$ cat src/rtl/branch_resolve_unit_if.sv
// ---------------------------------------------------------------------------
// branch_resolve_unit_if
//   Bundles the signals between the pipeline and the branch resolve unit.
//   Fetch side : f_pc (lookup address) -> f_guess (predicted direction)
//   MEM side   : m_is_branch, m_is_jalr, m_branch_taken, m_guess, m_pc,
//                m_jb_addr -> flush, redirect_en, redirect_pc
//   Modports:
//     master - pipeline side; drives f_pc and m_*, receives the results
//     slave  - branch resolve unit; receives f_pc and m_*, drives the results
// ---------------------------------------------------------------------------
interface branch_resolve_unit_if;
    logic [31:0] f_pc;
    logic        f_guess;
    logic        m_is_branch;
    logic        m_is_jalr;
    logic        m_branch_taken;
    logic        m_guess;
    logic [31:0] m_pc;
    logic [31:0] m_jb_addr;
    logic        flush;
    logic        redirect_en;
    logic [31:0] redirect_pc;

    modport master (
        output f_pc, m_is_branch, m_is_jalr, m_branch_taken, m_guess, m_pc, m_jb_addr,
        input  f_guess, flush, redirect_en, redirect_pc
    );

    modport slave (
        input  f_pc, m_is_branch, m_is_jalr, m_branch_taken, m_guess, m_pc, m_jb_addr,
        output f_guess, flush, redirect_en, redirect_pc
    );
endinterface

$ cat src/rtl/branch_resolve_unit.sv
// ---------------------------------------------------------------------------
// branch_resolve_unit
//   Resolves conditional branches and JALRs in MEM, raises flush/redirect on
//   a mispredict, and trains a table of 2-bit saturating direction counters
//   that also feeds the predicted direction back to fetch.
//
//   Ports:
//     clk          - clock, all state updates on the rising edge
//     rst          - synchronous, active-high reset
//     bus          - branch_resolve_unit_if.slave (fetch lookup + MEM resolve)
//     perf_br_cnt  - (BRU_PERF_CNT_EN only) resolved conditional branches
//     perf_mis_cnt - (BRU_PERF_CNT_EN only) mispredicts incl. every JALR
//
//   Optional feature macro: BRU_PERF_CNT_EN adds the two performance counters.
//
//   Parameters:
//     IDX_W    - log2 of the predictor table depth
//     INIT_CNT - counter value loaded on reset (weakly not-taken)
// ---------------------------------------------------------------------------
module branch_resolve_unit #(
    parameter int         IDX_W    = 6,
    parameter logic [1:0] INIT_CNT = 2'b01
) (
    input  logic                 clk,
    input  logic                 rst,
    branch_resolve_unit_if.slave bus
`ifdef BRU_PERF_CNT_EN
    ,
    output logic [31:0]          perf_br_cnt,
    output logic [31:0]          perf_mis_cnt
`endif
);
    localparam int DEPTH = 1 << IDX_W;

    logic [DEPTH-1:0][1:0] cnt_tbl;
    logic [IDX_W-1:0]      f_idx;
    logic [IDX_W-1:0]      m_idx;
    logic [1:0]            cnt_cur;
    logic [1:0]            cnt_nxt;
    logic                  mis_br;
    logic                  mis_jr;
    logic                  redir;
    logic                  train;
    logic [31:0]           rpc;

    // Word-aligned index; byte offset and upper PC bits do not take part.
    assign f_idx = bus.f_pc[IDX_W+1:2];
    assign m_idx = bus.m_pc[IDX_W+1:2];

    logic unused_f_pc;
    assign unused_f_pc = ^{bus.f_pc[31:IDX_W+2], bus.f_pc[1:0]};

    assign mis_br = bus.m_is_branch & (bus.m_branch_taken ^ bus.m_guess);
    assign mis_jr = bus.m_is_jalr;
    assign redir  = (mis_br | mis_jr) & ~rst;
    // Branch+JALR together is illegal; JALR wins and the table is left alone.
    assign train  = bus.m_is_branch & ~bus.m_is_jalr;

    always_comb begin
        rpc = 32'd0;
        if (!rst) begin
            if (mis_jr)
                rpc = bus.m_jb_addr & 32'hFFFF_FFFE;
            else if (mis_br)
                rpc = bus.m_branch_taken ? bus.m_jb_addr : bus.m_pc + 32'd4;
        end
    end

    assign bus.flush       = redir;
    assign bus.redirect_en = redir;
    assign bus.redirect_pc = rpc;
    // Reads the registered table, so a same-cycle update is not yet visible.
    assign bus.f_guess     = rst ? INIT_CNT[1] : cnt_tbl[f_idx][1];

    // Saturating up/down step of the entry being trained.
    assign cnt_cur = cnt_tbl[m_idx];
    always_comb begin
        cnt_nxt = cnt_cur;
        if (bus.m_branch_taken) begin
            if (cnt_cur != 2'b11) cnt_nxt = cnt_cur + 2'd1;
        end else begin
            if (cnt_cur != 2'b00) cnt_nxt = cnt_cur - 2'd1;
        end
    end

    always_ff @(posedge clk) begin
        if (rst) begin
            for (int i = 0; i < DEPTH; i++) cnt_tbl[i] <= INIT_CNT;
        end else if (train) begin
            cnt_tbl[m_idx] <= cnt_nxt;
        end
    end

`ifdef BRU_PERF_CNT_EN
    always_ff @(posedge clk) begin
        if (rst) begin
            perf_br_cnt  <= 32'd0;
            perf_mis_cnt <= 32'd0;
        end else begin
            if (train) perf_br_cnt  <= perf_br_cnt + 32'd1;
            if (redir) perf_mis_cnt <= perf_mis_cnt + 32'd1;
        end
    end
`endif

endmodule

$ cat src/flat_wrapper.sv
// flat-port wrapper written by rule: the top's interface ports become plain ports
module branch_resolve_unit_flat 
#(
    parameter int         IDX_W    = 6,
    parameter logic [1:0] INIT_CNT = 2'b01
)
  (clk, rst, bus_f_pc, bus_m_is_branch, bus_m_is_jalr, bus_m_branch_taken, bus_m_guess, bus_m_pc, bus_m_jb_addr, bus_f_guess, bus_flush, bus_redirect_en, bus_redirect_pc);
  branch_resolve_unit_if bus_i ();
  input  logic clk;
  input  logic rst;
  input wire logic [$bits(bus_i.f_pc)-1:0] bus_f_pc;
  input wire logic [$bits(bus_i.m_is_branch)-1:0] bus_m_is_branch;
  input wire logic [$bits(bus_i.m_is_jalr)-1:0] bus_m_is_jalr;
  input wire logic [$bits(bus_i.m_branch_taken)-1:0] bus_m_branch_taken;
  input wire logic [$bits(bus_i.m_guess)-1:0] bus_m_guess;
  input wire logic [$bits(bus_i.m_pc)-1:0] bus_m_pc;
  input wire logic [$bits(bus_i.m_jb_addr)-1:0] bus_m_jb_addr;
  output wire logic [$bits(bus_i.f_guess)-1:0] bus_f_guess;
  output wire logic [$bits(bus_i.flush)-1:0] bus_flush;
  output wire logic [$bits(bus_i.redirect_en)-1:0] bus_redirect_en;
  output wire logic [$bits(bus_i.redirect_pc)-1:0] bus_redirect_pc;
  assign bus_i.f_pc = bus_f_pc;
  assign bus_i.m_is_branch = bus_m_is_branch;
  assign bus_i.m_is_jalr = bus_m_is_jalr;
  assign bus_i.m_branch_taken = bus_m_branch_taken;
  assign bus_i.m_guess = bus_m_guess;
  assign bus_i.m_pc = bus_m_pc;
  assign bus_i.m_jb_addr = bus_m_jb_addr;
  assign bus_f_guess = bus_i.f_guess;
  assign bus_flush = bus_i.flush;
  assign bus_redirect_en = bus_i.redirect_en;
  assign bus_redirect_pc = bus_i.redirect_pc;
  branch_resolve_unit #(.IDX_W(IDX_W), .INIT_CNT(INIT_CNT)) u_core (.clk(clk), .rst(rst), .bus(bus_i));
endmodule
$ cat config.mk
export PLATFORM = sky130hd
export DESIGN_NAME = branch_resolve_unit_flat
export DESIGN_NICKNAME = d
export VERILOG_FILES = /design/src/rtl/branch_resolve_unit_if.sv /design/src/rtl/branch_resolve_unit.sv /design/src/flat_wrapper.sv
export SDC_FILE = /design/constraint.sdc
export NUM_CORES = 1
export LEC_CHECK = 0
export CAP_MARGIN = 25
export CELL_PAD_IN_SITES_DETAIL_PLACEMENT = 1
export CELL_PAD_IN_SITES_GLOBAL_PLACEMENT = 1
export CORE_UTILIZATION = 45
export CTS_CLUSTER_DIAMETER = 30
export CTS_CLUSTER_SIZE = 24
export DETAILED_ROUTE_END_ITERATION = 8
export HOLD_SLACK_MARGIN = 0.08
export PLACE_DENSITY = 0.94
export SYNTH_ARGS = -nofsm -noshare
export SYNTH_HDL_FRONTEND = slang
export SYNTH_SLANG_ARGS = --single-unit
$ cat constraint.sdc
create_clock -name clk -period 5.4 [get_ports clk]
set_clock_uncertainty 0.05 [all_clocks]
set_input_delay 0.81 -clock clk [delete_from_list [all_inputs] [get_ports clk]]
set_output_delay 0.81 -clock clk [all_outputs]
set_load 0.05 [all_outputs]
==> results by group, run 1 <==
Outcome
  • Status: complete, but fails checks
  • Violated checks: DRC

CTS
  • Clock tree buffer depth: 2
  • Htree depth: 4
  • CTS hold repair buffers: 0
  • TritonCTS clock tree: yes
  • Clock Sinks: 128
  • Clk_lat worst skew: 440 ps
  • Post-cts sizing count: 0
  • Clock-pin slew on the worst setup and hold paths: 60 ps
  • Setup bufs post-CTS: 0
  • Cts bufs inserted: 17
  • Clock root cell: clkbuf_16

Worst setup path
  • CP required: 5620 ps
  • CP peak stage delay: 880 ps
  • CP arrival: 4960 ps
  • R2R Setup Slk: 1550 ps
  • FF-to-FF path depth: 8
  • Worst flop-to-flop path startpoint: u_core.cnt_tbl[121]
  • Critical path startpoint category: input port
  • Setup crit end kind: flip-flop
  • Max Fanout on Critical Path: 37
  • Crit-path cells: buf_2, buf_4, mux4_2, o21ai_0, o211ai_1, nor4b_1, maj3_4, buf_4, a21oi_1
  • Slowest CP cell: nor4b_1
  • Most used cell, CP: buf_4
  • Crit path kind: in -> reg
  • R2r endpoint: u_core.cnt_tbl[32]

Yosys
  • Yosys reg bits: 128
  • Warnings, synthesis: 0
  • Cells after synthesis: 914
  • Yosys top cell by area: dfxtp_1
  • Async set-reset flop share out of synthesis: 0%
  • Synth area leaders: dfxtp_1 (31%), a21oi_4 (12%), mux4_2 (7.8%)
  • Mapped cell area: 8360 um^2
  • Top_reg_cell synth: dfxtp_1
  • Net Count, Synth: 1017
  • EDFF count, synth: 0
  • Post-synth top area share: 30.6%
  • Post-synth cell types: 58
  • Mean Syn Cell Area: 9.15 um^2
  • Seq/Total Area, Yosys: 30.6%

Power and ir drop
  • Leak: 3.17 nW
  • Pwr Density: 260 nW/um^2
  • VDD IR max: 221 uV

Final layout
  • Core Util, Final: 56.6%
  • Ant diodes: 0
  • Most frequent cells in the layout: nor2_1 (140), dfxtp_1 (128), nor3_1 (118)
  • Largest regs: u_core.cnt_tbl: 128 flops
  • Final net count: 1080
  • FILL cells: 2030
  • Syn-to-layout area delta: 22.4%
  • Layout cell share with drive strength beyond 1: 19.5%
  • Largest Register: u_core.cnt_tbl
  • Max reg flops: 128
  • Most common cell after layout, fill and taps aside: nor2_1
  • Design area: 10200 um^2

Hold path
  • Hold Path Sink: u_core.cnt_tbl[15]
  • Worst hold-check path type: reg -> reg
  • Hold path startpoint: u_core.cnt_tbl[15]
  • Hold depth: 2

Place
  • DP Area: 9610 um^2
  • RD Place Congestion: 0.867
  • Port bufs: 110
  • DP HPWL: 20.1 mm

STA
  • Total negative slack: 0 ps
  • Fin. max-slew vios: 0
  • WHS: 465 ps
  • Hold violation count in the final report: 0
  • Count of final setup violators: 0
  • Post-layout min period: 4740 ps
  • Unrepaired setup endpoints after global routing: no
  • Final period utilization: 87.8%
  • Max Freq: 0.211 GHz
  • Least-Margin Pin Slew: 1070 ps
  • Slew HR: 28.5%

Floorplanning
  • Initial Util: 46.2%
  • I/O Pins: 137
  • Row count: 49
  • Die ar.: 19100 um^2
  • Die Height: 138 um
  • Die Wd: 138 um
  • CORE AREA: 18100 um^2

Routing
  • Via/cell ratio: 6.83
  • Wire per inst: 25.8 um
  • Number of DRC markers in iteration 0: 807
  • Vias: 8323
  • DRT Pass-1 Iters: 7
  • DRC Markers: 50
  • Routed WL: 31.5 mm
  • Routed Antenna Nets: 0

Job
  • MaxCap Viol Count: 0

Global routing
  • Vias in the first global route: 8612
  • Antenna violations before repair: 0
  • First-pass GRT wire length: 48.7 mm
  • Congestion Overflow GR: 0
  • Gr usage total: 33.1%
  • Largest net degree at the start of global routing: 122
==> power breakdown <==
| part | switching (W) | internal [W] |
|---|---|---|
| clock network | 0.000434 | 0.000799 |
| registers | 0.00000308 | 0.000948 |
| logic | 0.000312 | 0.000167 |
| total | 0.000749 | 0.00191 |
==> per-stage QoR <==
stage          cells  power (W)  setup slack, ps
6_report        1219    0.00266              657
5_1_grt         1219    0.00273              649
3_5_place_dp    1186    0.00144              502
4_1_cts         1218    0.00266              762
2_1_floorplan    914    0.00128              631
3_3_place_gp    1185    0.00143              735
==> routing by layer <==
layer,global-route usage [%],vias to the layer above,share of wire [%]
li1,-,3569,-
met1,37.4,4080,37
met2,56.0,536,48
met3,8.04,138,9.1
met4,21.7,0,5.8
met5,0,-,0
==> final cells by class <==
type | count | area, um^2 | share of cell area [%]
multi-input cells | 681 | 5270 | 51.4
inverters | 7 | 26.3 | 0.257
clock inverters | 4 | 95.1 | 0.929
repair buffers | 142 | 1480 | 14.4
flip-flops and latches | 128 | 2560 | 25.0
clock buffers | 28 | 527 | 5.14
well taps | 229 | 287 | 2.80
==> worst max path at each step <==
stage | start | end | cells past startpoint
global placement | bus_m_pc[2] | u_core.cnt_tbl[32] | 9
global route | bus_m_pc[2] | u_core.cnt_tbl[32] | 9
CTS | bus_m_pc[2] | u_core.cnt_tbl[32] | 9
floorplan | bus_m_pc[6] | bus_redirect_pc[26] | 9
finish | bus_m_pc[2] | u_core.cnt_tbl[32] | 9
detailed placement | bus_m_pc[2] | u_core.cnt_tbl[32] | 9
==> synthesized netlist by cell type (7+ instances only) <==
library cell / count
a211oi_1: 80
a21oi_1: 30
a21oi_4: 60
a221oi_1: 13
a22oi_1: 18
a311oi_1: 20
and3_1: 7
buf_1: 7
buf_2: 16
clkbuf_1: 65
dfxtp_1: 128
inv_1: 7
mux2_2: 14
mux2i_1: 9
mux4_2: 29
nand2_1: 23
nand3_1: 11
nand4_1: 7
nor2_1: 141
nor2b_1: 7
nor3_1: 118
xnor2_1: 23
==> worst max-delay path, delay by kind of cell <==
kind | cells | cell delay (ps)
buffers and inverters | 3 | 1680
AOI/OAI and AO/OA | 3 | 650
and+or+nand+nor | 1 | 880
adders and majority gates | 1 | 390
muxes | 1 | 520
==> cell families after synthesis <==
| family | share of synthesized area (%) |
|---|---|
| AO/OA/AOI/OAI | 28.5 |
| XOR/XNOR | 2.93 |
| adder cells (fa/ha/maj) | 0.404 |
| buffers and inverters | 6.48 |
| flip-flops | 30.6 |
| multiplexers | 12.0 |
| AND/OR/NAND/NOR | 19.1 |
(Power assumes the default switching activity.)
==> inputs of run 2 (changes only) <==
Settings changed: CELL_PAD_IN_SITES_DETAIL_PLACEMENT 1 to 0.
==> results by group, run 2 (synthesis gave the netlist of run 1 again) <==
CTS
  • Clock-pin slew on the worst setup and hold paths: 50 ps
  • CTS hold repair buffers: 0
  • Clock Sinks: 128
  • Htree depth: 4
  • Cts bufs inserted: 17
  • Clock tree buffer depth: 2
  • Setup bufs post-CTS: 0
  • TritonCTS clock tree: yes
  • Post-cts sizing count: 0
  • Clk_lat worst skew: 430 ps
  • Clock root cell: clkbuf_16

Routing
  • DRC Markers: 50
  • Wire per inst: 21.0 um
  • Number of DRC markers in iteration 0: 825
  • Routed WL: 25.6 mm
  • DRT Pass-1 Iters: 8
  • Via/cell ratio: 6.31
  • Vias: 7691
  • Routed Antenna Nets: 0

Floorplanning
  • CORE AREA: 18100 um^2
  • Die Height: 138 um
  • Die Wd: 138 um
  • Die ar.: 19100 um^2
  • I/O Pins: 137
  • Row count: 49
  • Initial Util: 46.2%

Outcome
  • Violated checks: DRC
  • Status: complete, but fails checks

STA
  • Max Freq: 0.224 GHz
  • Least-Margin Pin Slew: 1070 ps
  • Slew HR: 28.6%
  • Hold violation count in the final report: 0
  • Count of final setup violators: 0
  • Fin. max-slew vios: 0
  • Unrepaired setup endpoints after global routing: no
  • Post-layout min period: 4470 ps
  • Final period utilization: 82.7%
  • Total negative slack: 0 ps

Worst setup path
  • Worst flop-to-flop path startpoint: u_core.cnt_tbl[15]
  • CP required: 4540 ps
  • Setup crit end kind: output port
  • CP arrival: 3610 ps
  • Max Fanout on Critical Path: 8
  • Critical path startpoint category: input port
  • Crit path kind: in -> out
  • Crit path from: bus_m_pc[5]

Final layout
  • Most common cell after layout, fill and taps aside: nor2_1
  • Final net count: 1080
  • Max reg flops: 128
  • Most frequent cells in the layout: nor2_1 (140), dfxtp_1 (128), nor3_1 (118)
  • Syn-to-layout area delta: 22.3%
  • Largest Register: u_core.cnt_tbl
  • Layout cell share with drive strength beyond 1: 19.8%
  • Ant diodes: 0
  • Core Util, Final: 56.6%
  • Largest regs: u_core.cnt_tbl: 128 flops

Global routing
  • Largest net degree at the start of global routing: 122
  • Vias in the first global route: 7216
  • Gr usage total: 27.2%
  • First-pass GRT wire length: 40.2 mm
  • Antenna violations before repair: 0
  • Congestion Overflow GR: 0

Hold path
  • Worst hold-check path type: reg -> reg
  • Hold path startpoint: u_core.cnt_tbl[15]

Job
  • MaxCap Viol Count: 0

Power and ir drop
  • Pwr Density: 257 nW/um^2
  • Leak: 3.17 nW
  • VDD IR max: 188 uV

Place
  • RD Place Congestion: 0.867
  • Port bufs: 110
  • DP HPWL: 17.1 mm
==> run 2: final cells by class <==
cell class              count  area (um^2)
clock inverters            12          165
well taps                 229          287
flip-flops and latches    128         2560
clock buffers              20          447
repair buffers            142         1480
inverters                   7         26.3
multi-input cells         681         5270
fillers                  1595         7860
==> run 2: routing by layer <==
| layer | GRT usage (%) | vias to the layer above | routed length [um] |
|---|---|---|---|
| met2 | 43.1 | 408 | 11900 |
| li1 | - | 3583 | - |
| met1 | 33.9 | 3620 | 10200 |
| met5 | 0 | - | 0 |
| met3 | 7.03 | 80 | 2530 |
| met4 | 14.3 | 0 | 1020 |
==> run 2: path summary, 6_finish.rpt <==
| kind | cells past startpoint | slack (ps) | endpoint |
|---|---|---|---|
| max | 8 | 930 | bus_redirect_pc[26] |
| min | 2 | 460 | u_core.cnt_tbl[15] |
| max reg2reg | 8 | 1930 | u_core.cnt_tbl[32] |
| min reg2reg | 2 | 460 | u_core.cnt_tbl[15] |
==> run 2: through the flow <==
step                instances  setup WS (ps)  instance area, um^2  total power (W)  hold WS, ps
floorplan                 914            631                 8360          0.00128          416
finish                   1219            935                10200          0.00263          464
detailed placement       1186            714                 9610          0.00143          446
CTS                      1218            946                10200          0.00263          463
global placement         1185            735                 9610          0.00143          439
global route             1219            772                10200          0.00270          482
==> run 2: worst max-delay path, stage by stage <==
cell	delay [ps]
clkdlybuf4s50_1	760
and3_1	260
nand4_1	230
or4_1	650
nor2_1	150
xnor2_1	140
a211oi_1	410
buf_12	190
==> run 2: report_power, final <==
part	switching (W)	internal, W	leakage (nW)	total [W]
Combinational	0.000298	0.000167	1.84	0.000465
Sequential	0.00000264	0.000948	1.03	0.000951
Clock	0.000433	0.000778	0.299	0.00121
==> inputs of run 3 (changes only) <==
Settings changed: CORE_UTILIZATION 45 to 37, PLACE_DENSITY 0.94 to 0.84.
Clock period 5.4 ns to 4.1 ns, I/O delays scaled along.
==> results by group, run 3 (synthesis gave the netlist of run 1 again) <==
Place
  • Dpl cells: 1251
  • RD Place Congestion: 0.910
  • DP HPWL: 18.2 mm
  • Port bufs: 110

Final layout
  • FILL cells: 1996
  • Final net count: 1093
  • Ant diodes: 0
  • Max reg flops: 128
  • Syn-to-layout area delta: 28.5%
  • Most common cell after layout, fill and taps aside: nor2_1
  • Largest regs: u_core.cnt_tbl: 128 flops
  • Final Non-Filler Cells: 1283
  • Layout cell share with drive strength beyond 1: 22.5%
  • Largest Register: u_core.cnt_tbl
  • Most frequent cells in the layout: nor2_1 (140), dfxtp_1 (128), nor3_1 (118)

Power and ir drop
  • Design Power: 0.00368 W
  • Leak: 3.37 nW
  • VDD IR max: 288 uV
  • Pwr Density: 342 nW/um^2

Floorplanning
  • Row count: 54
  • CORE AREA: 22000 um^2
  • Die Wd: 152 um
  • Die Height: 152 um
  • Die ar.: 23200 um^2
  • I/O Pins: 137
  • Initial Util: 38.0%

CTS
  • Htree depth: 4
  • Clock-pin slew on the worst setup and hold paths: 60 ps
  • TritonCTS clock tree: yes
  • CTS hold repair buffers: 0
  • Clock tree buffer depth: 2
  • Cts bufs inserted: 17
  • Clk_lat worst skew: 430 ps
  • Clock root cell: clkbuf_16
  • Clock Sinks: 128

STA
  • Max Freq: 0.249 GHz
  • Final period utilization: 98.0%
  • Unrepaired setup endpoints after global routing: no
  • Count of final setup violators: 0
  • Hold violation count in the final report: 0
  • Slew HR: 35.1%
  • Least-Margin Pin Slew: 973 ps
  • Post-layout min period: 4020 ps
  • Fin. max-slew vios: 0

Worst setup path
  • Most used cell, CP: mux4_2
  • Crit-path cells: clkdlybuf4s50_1, buf_12, mux4_2, mux4_2, mux4_2, nor2b_1, buf_4
  • CP top delay family: multiplexers
  • CP arrival: 3350 ps
  • R2R Setup Slk: 1180 ps
  • Max Fanout on Critical Path: 16
  • Critical path startpoint category: input port
  • Critical path buffer and inverter count: 3
  • CP required: 3430 ps
  • Crit path kind: in -> out
  • Crit path from: bus_f_pc[2]
  • Slowest CP cell: mux4_2
  • CP peak stage delay: 560 ps
  • Setup crit end kind: output port
  • Worst flop-to-flop path startpoint: u_core.cnt_tbl[56]

Outcome
  • Status: complete, but fails checks
  • Violated checks: DRC

Routing
  • DRC Markers: 25
  • Via/cell ratio: 6.15
  • Wire per inst: 21.2 um
  • Routed Antenna Nets: 0
  • DRT Pass-1 Iters: 9
  • Number of DRC markers in iteration 0: 953
  • Vias: 7890
  • Routed WL: 27.2 mm

Job
  • MaxCap Viol Count: 0

Global routing
  • Vias in the first global route: 7612
  • First-pass GRT wire length: 43.0 mm
  • Congestion Overflow GR: 0
  • Antenna violations before repair: 0
  • Largest net degree at the start of global routing: 206
  • Gr usage total: 23.7%

Hold path
  • Worst hold-check path type: reg -> reg
  • Hold path startpoint: u_core.cnt_tbl[30]
[run 3: cell count changes in the layout (fill, tap and decap cells not counted), sizes merged]
cell	change
inv	+1
bufinv	+2
buf	+23
clkbuf	-3
clkinv	-1
clkdlybuf4s50	-10
dlymetal6s2s	+1
[run 3: layer usage]
layer / vias up / global-route usage (%) / wire length [um]
met3: 53 / 5.83 / 2470
met1: 3815 / 29.9 / 11300
met5: - / 0 / 0
met2: 411 / 38.8 / 12700
met4: 0 / 9.33 / 729
li1: 3611 / - / -
[run 3: timing repair]
action | CTS | global route
endpoints found under the setup margin | 0 | 1
endpoints found under the hold margin | 0 | 0
resized for setup | 0 | 1
buffers inserted | 0 | 0
[run 3: worst reg2reg max path: cells and delay by family (launching register included)]
| family | cells | cell delay [ps] |
|---|---|---|
| and+or+nand+nor | 1 | 430 |
| adders and majority gates | 1 | 370 |
| AOI/OAI and AO/OA | 4 | 1200 |
| muxes | 1 | 260 |
| DFF | 1 | 310 |
| buffers and inverters | 1 | 220 |
[run 3: final timing paths]
kind | endpoint | depth (start not counted)
min | u_core.cnt_tbl[30] | 2
max reg2reg | u_core.cnt_tbl[28] | 8
min reg2reg | u_core.cnt_tbl[30] | 2
max | bus_f_guess | 7
[run 3: cell type report]
class	count	area (um^2)	area share, %
clock inverter	14	236	2.20
inverter	7	26.3	0.245
clock buffer	18	439	4.09
tap	280	350	3.26
sequential	128	2560	23.8
timing repair buffer	155	1840	17.1
multi-input combinational	681	5290	49.3
[run 3: through the flow]
stage               setup TNS, ps  worst slack [ps]  hold slack (ps)  area (um^2)  util, %
finish                          0              81.7              459        10700     48.8
global route                    0              25.2              490        10700     48.8
CTS                             0              77.9              463        10700     48.8
detailed placement          -1820             -74.1              458        10100     45.7
global placement            -5.28             -5.28              433        10100     45.7
floorplan                       0              32.5              416         8390        -
[run 3: power by group]
group          leakage, nW  internal (W)  total (W)  switching [W]
Sequential            1.03       0.00125    0.00125     0.00000351
Clock                0.326       0.00116    0.00175       0.000597
Combinational         2.01      0.000263   0.000673       0.000410
Total                 3.37       0.00267    0.00368        0.00101
